`src/rtl/clk_div_n.sv`:
```
// rtl/clk_div_n.sv - runtime-programmable integer clock divider; optional CLK_DIV_ODD_DUTY50_EN gives 50% duty for odd divisors
module clk_div_n #(
    parameter int DIV_W   = 4,
    parameter int DIV_RST = 3
) (
    input  logic             clk_i,
    input  logic             rst_i,
    input  logic [DIV_W-1:0] div_i,
    input  logic             load_i,
    output logic             clk_o,
    output logic             tick_o,
    output logic             load_ack_o,
    output logic [DIV_W-1:0] div_o
);

    localparam logic [DIV_W-1:0] DIV_RST_V = DIV_W'(DIV_RST);
    localparam logic [DIV_W-1:0] DIV_MIN   = DIV_W'(2);
    localparam logic [DIV_W-1:0] ONE       = DIV_W'(1);

    logic [DIV_W-1:0] cnt_q, cnt_d;
    logic [DIV_W-1:0] div_q, div_d;
    logic [DIV_W-1:0] pend_q, pend_d;
    logic             pend_vld_q, pend_vld_d;
    logic             p_q, p_d;
    logic             tick_q, tick_d;
    logic             ack_q, ack_d;
    logic [DIV_W-1:0] div_clamp;
    logic [DIV_W-1:0] half_d;
    logic             wrap;
    logic             apply;

    // Next-state decode: counter wrap, pending-divisor capture and apply at the period boundary
    always_comb begin
        div_clamp  = (div_i < DIV_MIN) ? DIV_MIN : div_i;
        wrap       = (cnt_q == (div_q - ONE));
        // A load on the boundary edge replaces the pending value and is held for the next boundary
        apply      = wrap & pend_vld_q & ~load_i;
        cnt_d      = wrap ? '0 : (cnt_q + ONE);
        div_d      = apply ? pend_q : div_q;
        pend_d     = load_i ? div_clamp : pend_q;
        pend_vld_d = load_i ? 1'b1 : (apply ? 1'b0 : pend_vld_q);
        // High phase uses the divisor active for the cycle being entered, so a switch never runts
        half_d     = div_d >> 1;
        p_d        = (cnt_d < half_d);
        tick_d     = wrap;
        ack_d      = apply;
    end

    // Posedge state with asynchronous reset
    always_ff @(posedge clk_i or posedge rst_i) begin
        if (rst_i) begin
            cnt_q      <= '0;
            div_q      <= DIV_RST_V;
            pend_q     <= DIV_RST_V;
            pend_vld_q <= 1'b0;
            p_q        <= 1'b0;
            tick_q     <= 1'b0;
            ack_q      <= 1'b0;
        end else begin
            cnt_q      <= cnt_d;
            div_q      <= div_d;
            pend_q     <= pend_d;
            pend_vld_q <= pend_vld_d;
            p_q        <= p_d;
            tick_q     <= tick_d;
            ack_q      <= ack_d;
        end
    end

`ifdef CLK_DIV_ODD_DUTY50_EN
    logic n_q;

    // Half-cycle delayed copy of p_q stretches the high phase by half a period for odd divisors
    always_ff @(negedge clk_i or posedge rst_i) begin
        if (rst_i) begin
            n_q <= 1'b0;
        end else begin
            n_q <= p_q;
        end
    end

    assign clk_o = div_q[0] ? (p_q | n_q) : p_q;
`else
    assign clk_o = p_q;
`endif

    assign tick_o     = tick_q;
    assign load_ack_o = ack_q;
    assign div_o      = div_q;

endmodule
```
`config.mk`:
```
export PLATFORM = sky130hd
export DESIGN_NAME = clk_div_n
export DESIGN_NICKNAME = d
export VERILOG_FILES = /design/src/rtl/clk_div_n.sv
export SDC_FILE = /design/constraint.sdc
export NUM_CORES = 1
export LEC_CHECK = 0
export ABC_AREA = 1
export CORE_ASPECT_RATIO = 0.7
export CORE_UTILIZATION = 38
export CTS_BUF_LIST = sky130_fd_sc_hd__clkbuf_4
export CTS_CLUSTER_SIZE = 10
export DETAILED_ROUTE_END_ITERATION = 6
export HOLD_SLACK_MARGIN = 0.06
export PLACE_DENSITY_LB_ADDON = 0.3
export SLEW_MARGIN = 20
export SYNTH_ARGS = -nofsm -noshare
export SYNTH_HDL_FRONTEND = slang
export SYNTH_SLANG_ARGS = --single-unit
```
`constraint.sdc`:
```
create_clock -name clk_i -period 5 [get_ports clk_i]
set_input_delay 1 -clock clk_i [delete_from_list [all_inputs] [get_ports clk_i]]
set_output_delay 1 -clock clk_i [all_outputs]
set_load 0.05 [all_outputs]
```
Word-level counts from Yosys, hierarchy flattened
Index checks and enable logic that the tools add are counted.
{ "word_totals": {"reg_bits": 16, "latchBits": 0, "ramBits": 0, "rom_bits": 0, "in_bits": 7, "output_inout_bits": 7, "wordCells": 22, "n_memories": 0} }
{ "classes": {"n_addsub": 2, "n_mul": 0, "n_div": 0, "n_lt_le_gt_ge": 2, "n_eq_ne": 1, "n_shift": 0, "muxes": 5, "n_bitwise": 3, "n_reduce_logical": 1} }
{ "ops": {"columns": ["operator", "count"], "rows": [
  ["4-bit 2-to-1 mux", 3],
  ["4-bit by 1-bit adder with 4-bit output (second input constant)", 1],
  ["4-bit == test", 1],
  ["4-bit by 2-bit less-than comparator with 1-bit output (second input constant)", 1],
  ["4-bit by 3-bit less-than comparator with 1-bit output", 1],
  ["4-bit by 1-bit subtractor with 4-bit output (second input constant)", 1],
  ["1-bit AND", 2],
  ["1-bit 2-to-1 mux", 2],
  ["2-bit nonzero test", 1],
  ["1-bit NOT", 1]
]} }

Logic depth before layout (Yosys ltp)
Gate-level depths: netlist (run 1).
{ "depth": {"ltp_word": 6, "ltp_mapped": 16, "mapped_depth_nobuf": 16} }

Worst setup path after synthesis (run 1)
No wires, ideal clock.
{ "synth_timing": {"kind": "register to register", "startpoint": "register div_q[0], in the netlist div_o[0]", "endpoint": "register p_q, in the netlist clk_o", "setup_time_ps": 73, "arrival_time_ps": 2326, "required_ps": 4927, "path_slack_ps": 2601, "stages_incl_launch_ff": 16, "n_path_buf": 0, "period_less_slack_ps": 2399, "cell_sequence": "dfstp_2 > inv_1 > ha_1 > nand2_1 > inv_1 > nor2_1 > nand2_1 > nor2_4 > nand3_1 > inv_2 > nand2_1 > o21ai_0 > inv_1 > ha_1 > or2_0 > a21oi_2"} }
{ "synth_between": {"elab_chain_cells": 6, "word_cells_on_any_way": 7, "classes_between": "add/sub: 1; order compare: 1; eq/ne: 1; mux: 2; bitwise: 2"} }
{ "synth_rtl": {"columns": ["item", "line_no", "text"], "rows": [
  ["start: declaration", "21", "logic [DIV_W-1:0] div_q, div_d;"],
  ["start signal: assignment", "61", "div_q <= div_d;"],
  ["4-bit by 1-bit subtractor with 4-bit output", "35", "wrap = (cnt_q == (div_q - ONE));"],
  ["4-bit == test", "35", null],
  ["1-bit AND (2 in series)", "37", "apply = wrap & pend_vld_q & ~load_i;"],
  ["net ack_d", "26", "logic ack_q, ack_d;"],
  ["4-bit 2-to-1 mux", "39", "div_d = apply ? pend_q : div_q;"],
  ["net div_d[3]", "21", null],
  ["4-bit by 3-bit less-than comparator with 1-bit output", "44", "p_d = (cnt_d < half_d);"],
  ["net p_d", "24", "logic p_q, p_d;"],
  ["end signal: assignment", "64", "p_q <= p_d;"],
  ["end: declaration", "24", null]
]} }
The timed path passes the listed nets, and every way through them passes these cells.
A chain may end at the register's enable or synchronous reset.

Worst setup path in the final report (run 1)
{ "layout_timing": {"startpoint": "register div_q[0], in the netlist div_o[0]", "endpoint": "output div_o[0]"} }
{ "layout_lines": {"columns": ["item", "line_no", "text"], "rows": [
  ["end: declaration", "13", "output logic [DIV_W-1:0] div_o"]
]} }
No word-level cell between the ends.

==> impl_metrics.ini, run 1 <==
[cts]
insertion_delay_ns = 0.29
htree_levels = 1
cts_tree = built
cts_resized = 0
clock_path_buffers = 2
hold_buffers = 0
numCtsBuffers = 3
clkSinkCount = 16
root_buffer = clkbuf_4
cts_setup_buffers = 0
clkTransAtPathRegs_ns = 0.09

[power_and_ir_drop]
p_per_area_nw_per_um2 = 726.4
irDropWorstVdd_mv = 0.4596
p_leak_nw = 0.5168

[synth]
syn_nets = 108
synth_top_family_by_area = simple AND/OR/NAND/NOR gates
avgSynthCellArea_um2 = 8.320
synth_mux_area_share_pct = 0
synth_warnings = 0
synth-seq-area-share_pct = 50.23
syn_inst = 97
synthAdderAreaFrac_pct = 6.202
synth_xor_area_share_pct = 3.256
yosysUniqueCellTypes = 20
synthSimpleGateAreaFrac_pct = 22.95
synth_compound_area_share_pct = 6.977
synth_area_um2 = 807.0
ys_ff_latch = 16

[place]
pre_cts_slack_ns = 2.300
place_congestion = 0.8736
port_buffers = 13
dp_hpwl_um = 1160

[critical_path]
critical_path_class = flip-flop to primary output
crit_chain = clkdlybuf4s50_1
critPathMaxStageDelay_ns = 0.80
arrival_ns = 1.65
crit_slowest_cell = clkdlybuf4s50_1
startpoint_type = flip-flop
reg2reg_depth = 15
path_delay_family = buffers and inverters
cp.depth = 1
crit_path_end_kind = primary output
critPathRequiredTime_ns = 4.00
worst-path-buf-inv = 1
cp_max_fo = 3

[min_path]
hold_path_depth = 2
hold_class = flip-flop to flip-flop

[detailed_routing]
vias = 609
initialDrtViolationCount = 12
route.detailed.drc = 0
wl_per_cell_um = 10.76
wl_um = 1463
drt.antenna.violating_nets = 0
viasPerCell = 4.478
dr.pass1.iters = 4

[floorplanning]
die_x_um = 57.08
die_h_um = 40.56
pin_count = 14
start_util_pct = 42.05
row_count = 13
die-area_um2 = 2315
core_um2 = 1919

[sta]
relSlewSlack_pct = 61.18
fmax_ghz = 0.3777
fin_crit_sh_pct = 52.95
finalSetupTns_ns = 0
rsz0062_at_grt = false
fin_ws_ns = 2.352
maxSlewViolCount = 0
fin_skew_ns = 0.001523
setup_violations = 0
hold_violations = 0
worst_slew_pin_slew_ns = 0.5816
min_period_ns = 2.648

[finish]
multiInputGateArea_um2 = 317.8
diodes = 0
drive_above_1_share_pct = 12.28
layout.nets = 126
regArea_um2 = 405.4
areaGrowthSynthToFinish_pct = 22.79
nFillCells = 171

[grt]
antenna_found_initial = 0
grt_pass1_wl_um = 2594
grt.total_usage_pct = 16.56
grt_max_degree = 17
grt_overflow = 0
grt_pass1_vias = 603

[status]
status = completed

[job]
cap_violations = 0
==> cell usage after synthesis (all sizes together) <==
| cell | instances | area [um2] |
|---|---|---|
| nand2 | 25 | 96.35 |
| inv | 21 | 78.83 |
| dfrtp | 12 | 300.3 |
| nor2 | 8 | 40.04 |
| o21ai | 8 | 40.04 |
| nand3 | 6 | 30.03 |
| dfstp | 4 | 105.1 |
| ha | 4 | 50.05 |
| xor2 | 2 | 17.52 |
| a21oi | 1 | 8.760 |
| and2 | 1 | 6.260 |
| clkinv | 1 | 5.000 |
| nand4 | 1 | 6.260 |
| o31ai | 1 | 7.510 |
| or2 | 1 | 6.260 |
| xnor2 | 1 | 8.760 |
==> routing by layer <==
layer,global-route usage [%],up-vias,wire length [um]
met5,0,-,0
met4,5.488,0,0
met3,5.806,0,126
met2,28.82,21,594
met1,19.88,259,742
li1,-,329,-
==> worst paths after layout <==
path / from / to / slack (ns)
worst max-delay path: div_o[0]$_DFFE_PP1N_ / div_o[0] / 2.35
max in group asynchronous: rst_i / clk_o$_DFF_PP0_ / 3.56
min in group asynchronous: rst_i / pend_q[3]$_DFFE_PP0P_ / 1.06
worst max register to register: div_o[0]$_DFFE_PP1N_ / clk_o$_DFF_PP0_ / 2.63
worst min-delay path: pend_q[3]$_DFFE_PP0P_ / pend_q[3]$_DFFE_PP0P_ / 0.48
worst min register to register: pend_q[3]$_DFFE_PP0P_ / pend_q[3]$_DFFE_PP0P_ / 0.48
==> cells by family after synthesis <==
| group | count (synthesis) |
|---|---|
| flops | 16 |
| fa+ha+maj | 4 |
| compound gates | 10 |
| buf+inv | 22 |
| simple gates | 42 |
| xor+xnor | 3 |
==> tightest hold or removal path: cells and delay by family, from the launching register on <==
family        cells  cell delay, ns
flops             1            0.35
simple gates      2            0.10
==> flip-flops by register name, indices dropped and copies added (netlist names) <==
name / count
cnt_q: 4
div_o: 4
pend_q: 4
clk_o: 1
load_ack_o: 1
pend_vld_q: 1
tick_o: 1
==> through the flow <==
| stage | util [%] | hold slack [ns] | cell area (um2) | total power [mW] | std cells |
|---|---|---|---|---|---|
| after floorplan | - | 0.4422 | 807.0 | 0.5436 | 97 |
| after global placement | 50.26 | 0.4690 | 964.7 | 0.6428 | 132 |
| after detailed placement | 50.26 | 0.4750 | 964.7 | 0.6552 | 132 |
| after CTS | 51.63 | 0.4955 | 991.0 | 0.7266 | 136 |
| after global routing | 51.63 | 0.5069 | 991.0 | 0.7885 | 136 |
| final | 51.63 | 0.4837 | 991.0 | 0.7198 | 136 |
==> where the power goes <==
group | total [mW] | switching, mW | internal, mW
Combinational | 0.428 | 0.273 | 0.155
Sequential | 0.223 | 0.0373 | 0.186
Clock | 0.0683 | 0.0393 | 0.0290
==> layout by cell type, fill, tap and decap left out <==
cell type | netlist | final
o31ai_1 | 1 | 1
clkinv_1 | 0 | 1
nor2_2 | 1 | 1
a21oi_2 | 1 | 1
inv_1 | 19 | 19
dfrtp_1 | 12 | 12
inv_2 | 2 | 2
nand2_2 | 1 | 1
dfstp_2 | 4 | 4
clkdlybuf4s50_1 | 0 | 13
xor2_1 | 2 | 2
ha_1 | 4 | 4
nor2_4 | 1 | 1
xnor2_1 | 1 | 1
nand3_1 | 6 | 6
or2_0 | 1 | 1
nand4_1 | 1 | 1
clkinv_2 | 1 | 1
and2_1 | 1 | 1
o21ai_0 | 8 | 8
nand2_1 | 24 | 24
clkbuf_4 | 0 | 3
nor2_1 | 6 | 6
==> area by class of cell <==
class,count,area share (%)
clock buffer,3,2.273
inverter,22,8.460
timing repair buffer,13,13.13
clock inverter,1,0.3788
sequential,16,40.91
tap,22,2.778
multi-input combinational,59,32.07
Note: power is estimated with default switching activity, not from simulation.
==> inputs of run 2 (changes only) <==
- clock period: 5 -> 2.6 ns (I/O delays scaled with it)
==> impl_metrics.ini, run 2 (synthesis results as in run 1) <==
[floorplanning]
core_um2 = 1919
pin_count = 14
start_util_pct = 42.05
die_h_um = 40.56
die_x_um = 57.08
die-area_um2 = 2315
row_count = 13

[cts]
clkSinkCount = 16
htree_levels = 1
cts_tree = built
clock_path_buffers = 2
hold_buffers = 0
insertion_delay_ns = 0.29
root_buffer = clkbuf_4
clkTransAtPathRegs_ns = 0.09
numCtsBuffers = 3

[min_path]
hold_class = flip-flop to flip-flop
hold_path_depth = 2
whs_endpoint = pend_q[0]$_DFFE_PP1P_
hp-start = pend_q[0]$_DFFE_PP1P_

[sta]
min_period_ns = 2.388
fin_skew_ns = 0.003997
fin_crit_sh_pct = 91.83
worst_slew_pin_slew_ns = 0.5960
fmax_ghz = 0.4188
relSlewSlack_pct = 60.22
maxSlewViolCount = 0
hold_violations = 0
fin_ws_ns = 0.2123
finalSetupTns_ns = 0
rsz0062_at_grt = false
setup_violations = 0

[power_and_ir_drop]
p_leak_nw = 0.5254
irDropWorstVdd_mv = 0.6797
p_per_area_nw_per_um2 = 1392

[detailed_routing]
vias = 611
drt.antenna.violating_nets = 0
route.detailed.drc = 0
viasPerCell = 4.460
wl_um = 1370
initialDrtViolationCount = 16
wl_per_cell_um = 10.00
dr.pass1.iters = 3

[grt]
antenna_found_initial = 0
grt.total_usage_pct = 15.69
grt_max_degree = 17
grt_pass1_vias = 563
grt_overflow = 0
grt_pass1_wl_um = 2497

[critical_path]
r2r-start = div_o[0]$_DFFE_PP1N_
startpoint_type = flip-flop
cp_max_fo = 7
crit_slowest_cell = dfstp_2
critPathRequiredTime_ns = 2.83
reg2reg_to = clk_o$_DFF_PP0_
arrival_ns = 2.62
r2r_slack_ns = 0.21
critical_path_class = flip-flop to flip-flop
crit_path_end_kind = flip-flop
startpoint = div_o[0]$_DFFE_PP1N_
crit_chain = inv_1 > ha_1 > nand2_1 > inv_1 > nor2_1 > nand2_1 > nor2_4 > nand3_1 > inv_2 > nand2_1 > o21ai_1 > inv_1 > ha_1 > or2_0 > a21oi_2
reg2reg_depth = 15
critPathMaxStageDelay_ns = 0.56

[place]
dp_hpwl_um = 1078
pre_cts_slack_ns = 0.2013
port_buffers = 13
place_congestion = 0.7420

[status]
status = completed

[finish]
areaGrowthSynthToFinish_pct = 24.19
diodes = 0
nFillCells = 184
drive_above_1_share_pct = 13.91
mostFrequentLayoutCells = nand2_1, inv_1, clkdlybuf4s50_1, dfrtp_1, o21ai_0
final_common_cell = nand2_1
layout.nets = 127

[job]
cap_violations = 0
run 2: changes by cell type in the layout (fill, tap and decap cells not counted), sizes merged:
cell,delta
buf,+1
clkinv,-1
clkbuf,+1
run 2: routing by layer:
| layer | GRT usage [%] | vias to the layer above | share of wire [%] |
|---|---|---|---|
| li1 | - | 329 | - |
| met3 | 6.774 | 3 | 4.8 |
| met1 | 20.28 | 268 | 56 |
| met4 | 5.488 | 0 | 1.8 |
| met5 | 0 | - | 0 |
| met2 | 23.82 | 11 | 38 |
run 2: where the power goes:
group	switching [mW]	internal [mW]	total, mW	leakage, nW
logic	0.520	0.303	0.823	0.320
registers	0.0654	0.357	0.423	0.187
clock network	0.0790	0.0703	0.149	0.0184
run 2: worst max path at each step:
| stage | to | slack, ns | depth (start not counted) |
|---|---|---|---|
| after floorplan | clk_o$_DFF_PP0_ | 0.20 | 15 |
| after global placement | clk_o$_DFF_PP0_ | 0.25 | 15 |
| after detailed placement | clk_o$_DFF_PP0_ | 0.20 | 15 |
| after CTS | clk_o$_DFF_PP0_ | 0.18 | 15 |
| after global routing | clk_o$_DFF_PP0_ | 0.003 | 15 |
| final | clk_o$_DFF_PP0_ | 0.21 | 15 |
run 2: timing repair:
item,4_1_cts,5_1_grt
endpoints found under the hold margin,0,0
setup endpoints to repair,0,1
buffers inserted,0,1
resized for setup,0,1
run 2: critical path: cells and delay by family, from the launching register on:
kind | cells | cell delay (ns)
AOI/OAI and AO/OA | 2 | 0.22
adders and majority gates | 2 | 0.49
buffers and inverters | 4 | 0.30
DFF | 1 | 0.56
and+or+nand+nor | 7 | 0.77
run 2: per-stage QoR:
stage	hold slack (ns)	util (%)	total power, mW	instance area, um2	cells
3_3_place_gp	0.4680	50.26	1.226	964.7	132
5_1_grt	0.5284	52.22	1.536	1002	137
2_1_floorplan	0.4309	-	1.045	807.0	97
6_report	0.4969	52.22	1.395	1002	137
4_1_cts	0.4989	51.83	1.406	994.7	136
3_5_place_dp	0.4794	50.26	1.250	964.7	132
run 2: area by class of cell:
type	count	area, um2	area share (%)
clock buffer	4	30.03	2.996
inverter	22	83.83	8.365
multi-input combinational	59	317.8	31.71
sequential	16	405.4	40.45
tap	22	27.53	2.747
timing repair buffer	14	137.6	13.73
==> inputs of run 3 (changes only) <==
- ABC_CLOCK_PERIOD_IN_PS: not set -> 2600
- CORE_UTILIZATION: 38 -> 40
- GPL_ROUTABILITY_DRIVEN: not set -> 0
==> impl_metrics.ini, run 3 (synthesis results as in run 1) <==
[detailed_routing]
wl_per_cell_um = 10.64
dr.pass1.iters = 4
vias = 623
drt.antenna.violating_nets = 0
initialDrtViolationCount = 3
wl_um = 1458
viasPerCell = 4.547
route.detailed.drc = 0

[place]
place_inst = 132
dp_hpwl_um = 1171
port_buffers = 13
pre_cts_slack_ns = 0.2457
placed_cell_area_um2 = 964.7

[sta]
relSlewSlack_pct = 60.29
fin_crit_sh_pct = 89.20
finalSetupTns_ns = 0
worst_slew_pin_slew_ns = 0.5950
setup_violations = 0
hold_violations = 0
rsz0062_at_grt = false
maxSlewViolCount = 0
fin_skew_ns = 0.007834
fin_hold_ws_ns = 0.4962
fmax_ghz = 0.4312
fin_ws_ns = 0.2809
min_period_ns = 2.319

[power_and_ir_drop]
p_per_area_nw_per_um2 = 1389
irDropWorstVdd_mv = 0.7787
p_leak_nw = 0.5224
fin_total_pwr_mw = 1.387

[finish]
mostFrequentLayoutCells = nand2_1, inv_1, clkdlybuf4s50_1, dfrtp_1, o21ai_0
final_cells = 137
final_common_cell = nand2_1
postLayoutCellArea_um2 = 998.5
drive_above_1_share_pct = 13.04
utilization_pct = 53.38
areaGrowthSynthToFinish_pct = 23.72
diodes = 0
layout.nets = 127

[grt]
grt_max_degree = 17
grt_overflow = 0
antenna_found_initial = 0
grt.total_usage_pct = 16.53
grt_pass1_vias = 567
grt_pass1_wl_um = 2484

[cts]
cts_tree = built
clkSinkCount = 16
insertion_delay_ns = 0.28
clock_path_buffers = 2
clkTransAtPathRegs_ns = 0.09
htree_levels = 1
numCtsBuffers = 3
hold_buffers = 0
root_buffer = clkbuf_4

[floorplanning]
die_x_um = 55.69
pin_count = 14
die_h_um = 39.58
start_util_pct = 43.14
die-area_um2 = 2204
row_count = 13
core_um2 = 1871

[critical_path]
critical_path_class = flip-flop to flip-flop
cp_max_fo = 7
reg2reg_depth = 15
startpoint_type = flip-flop
arrival_ns = 2.54
critPathRequiredTime_ns = 2.82
crit_path_end_kind = flip-flop

[min_path]
hold_class = flip-flop to flip-flop
hold_path_depth = 2

[status]
status = completed

[job]
cap_violations = 0
==> run 3: path summary, 6_finish.rpt <==
kind / startpoint / to / slack (ns)
worst max register to register: div_o[0]$_DFFE_PP1N_ / clk_o$_DFF_PP0_ / 0.28
min in group asynchronous: rst_i / pend_vld_q$_DFFE_PP0P_ / 0.59
worst max-delay path: div_o[0]$_DFFE_PP1N_ / clk_o$_DFF_PP0_ / 0.28
worst min-delay path: pend_q[0]$_DFFE_PP1P_ / pend_q[0]$_DFFE_PP1P_ / 0.50
max in group asynchronous: rst_i / pend_q[2]$_DFFE_PP0P_ / 1.62
worst min register to register: pend_q[0]$_DFFE_PP1P_ / pend_q[0]$_DFFE_PP1P_ / 0.50
==> run 3: area by class of cell <==
type                    instances  area [um2]
clock inverters                 1       3.754
multi-input cells              59       317.8
clock buffers                   3       22.52
well taps                      22       27.53
inverters                      22       83.83
flip-flops and latches         16       405.4
repair buffers                 14       137.6
fillers                       184       872.1
==> run 3: worst max-delay path: stages, from the launching register on <==
cell and delay, ns:
dfstp_2 0.55, inv_1 0.06, ha_1 0.30, nand2_1 0.07
inv_1 0.03, nor2_1 0.08, nand2_1 0.10, nor2_4 0.12
nand3_1 0.11, inv_2 0.12, nand2_1 0.05, o21ai_1 0.10
inv_1 0.06, ha_1 0.17, or2_0 0.23, a21oi_2 0.10
==> run 3: what timing repair did <==
| item | CTS | global route |
|---|---|---|
| gates resized for setup | 0 | 1 |
| buffers inserted | 0 | 1 |
| setup endpoints to repair | 0 | 1 |
==> run 3: where the power goes <==
part / internal [mW] / leakage, nW / switching [mW]
clock network: 0.0557 / 0.0154 / 0.0741
logic: 0.303 / 0.320 / 0.529
registers: 0.357 / 0.187 / 0.0677
==> run 3: layer usage <==
metal  part of all wire (%)  global-route usage (%)  vias to the layer above
met4                   0.75                   5.625                        0
met2                     42                   25.60                       16
met3                    5.6                   6.931                        2
li1                       -                       -                      334
met5                      0                       0                        -
met1                     51                   21.06                      271
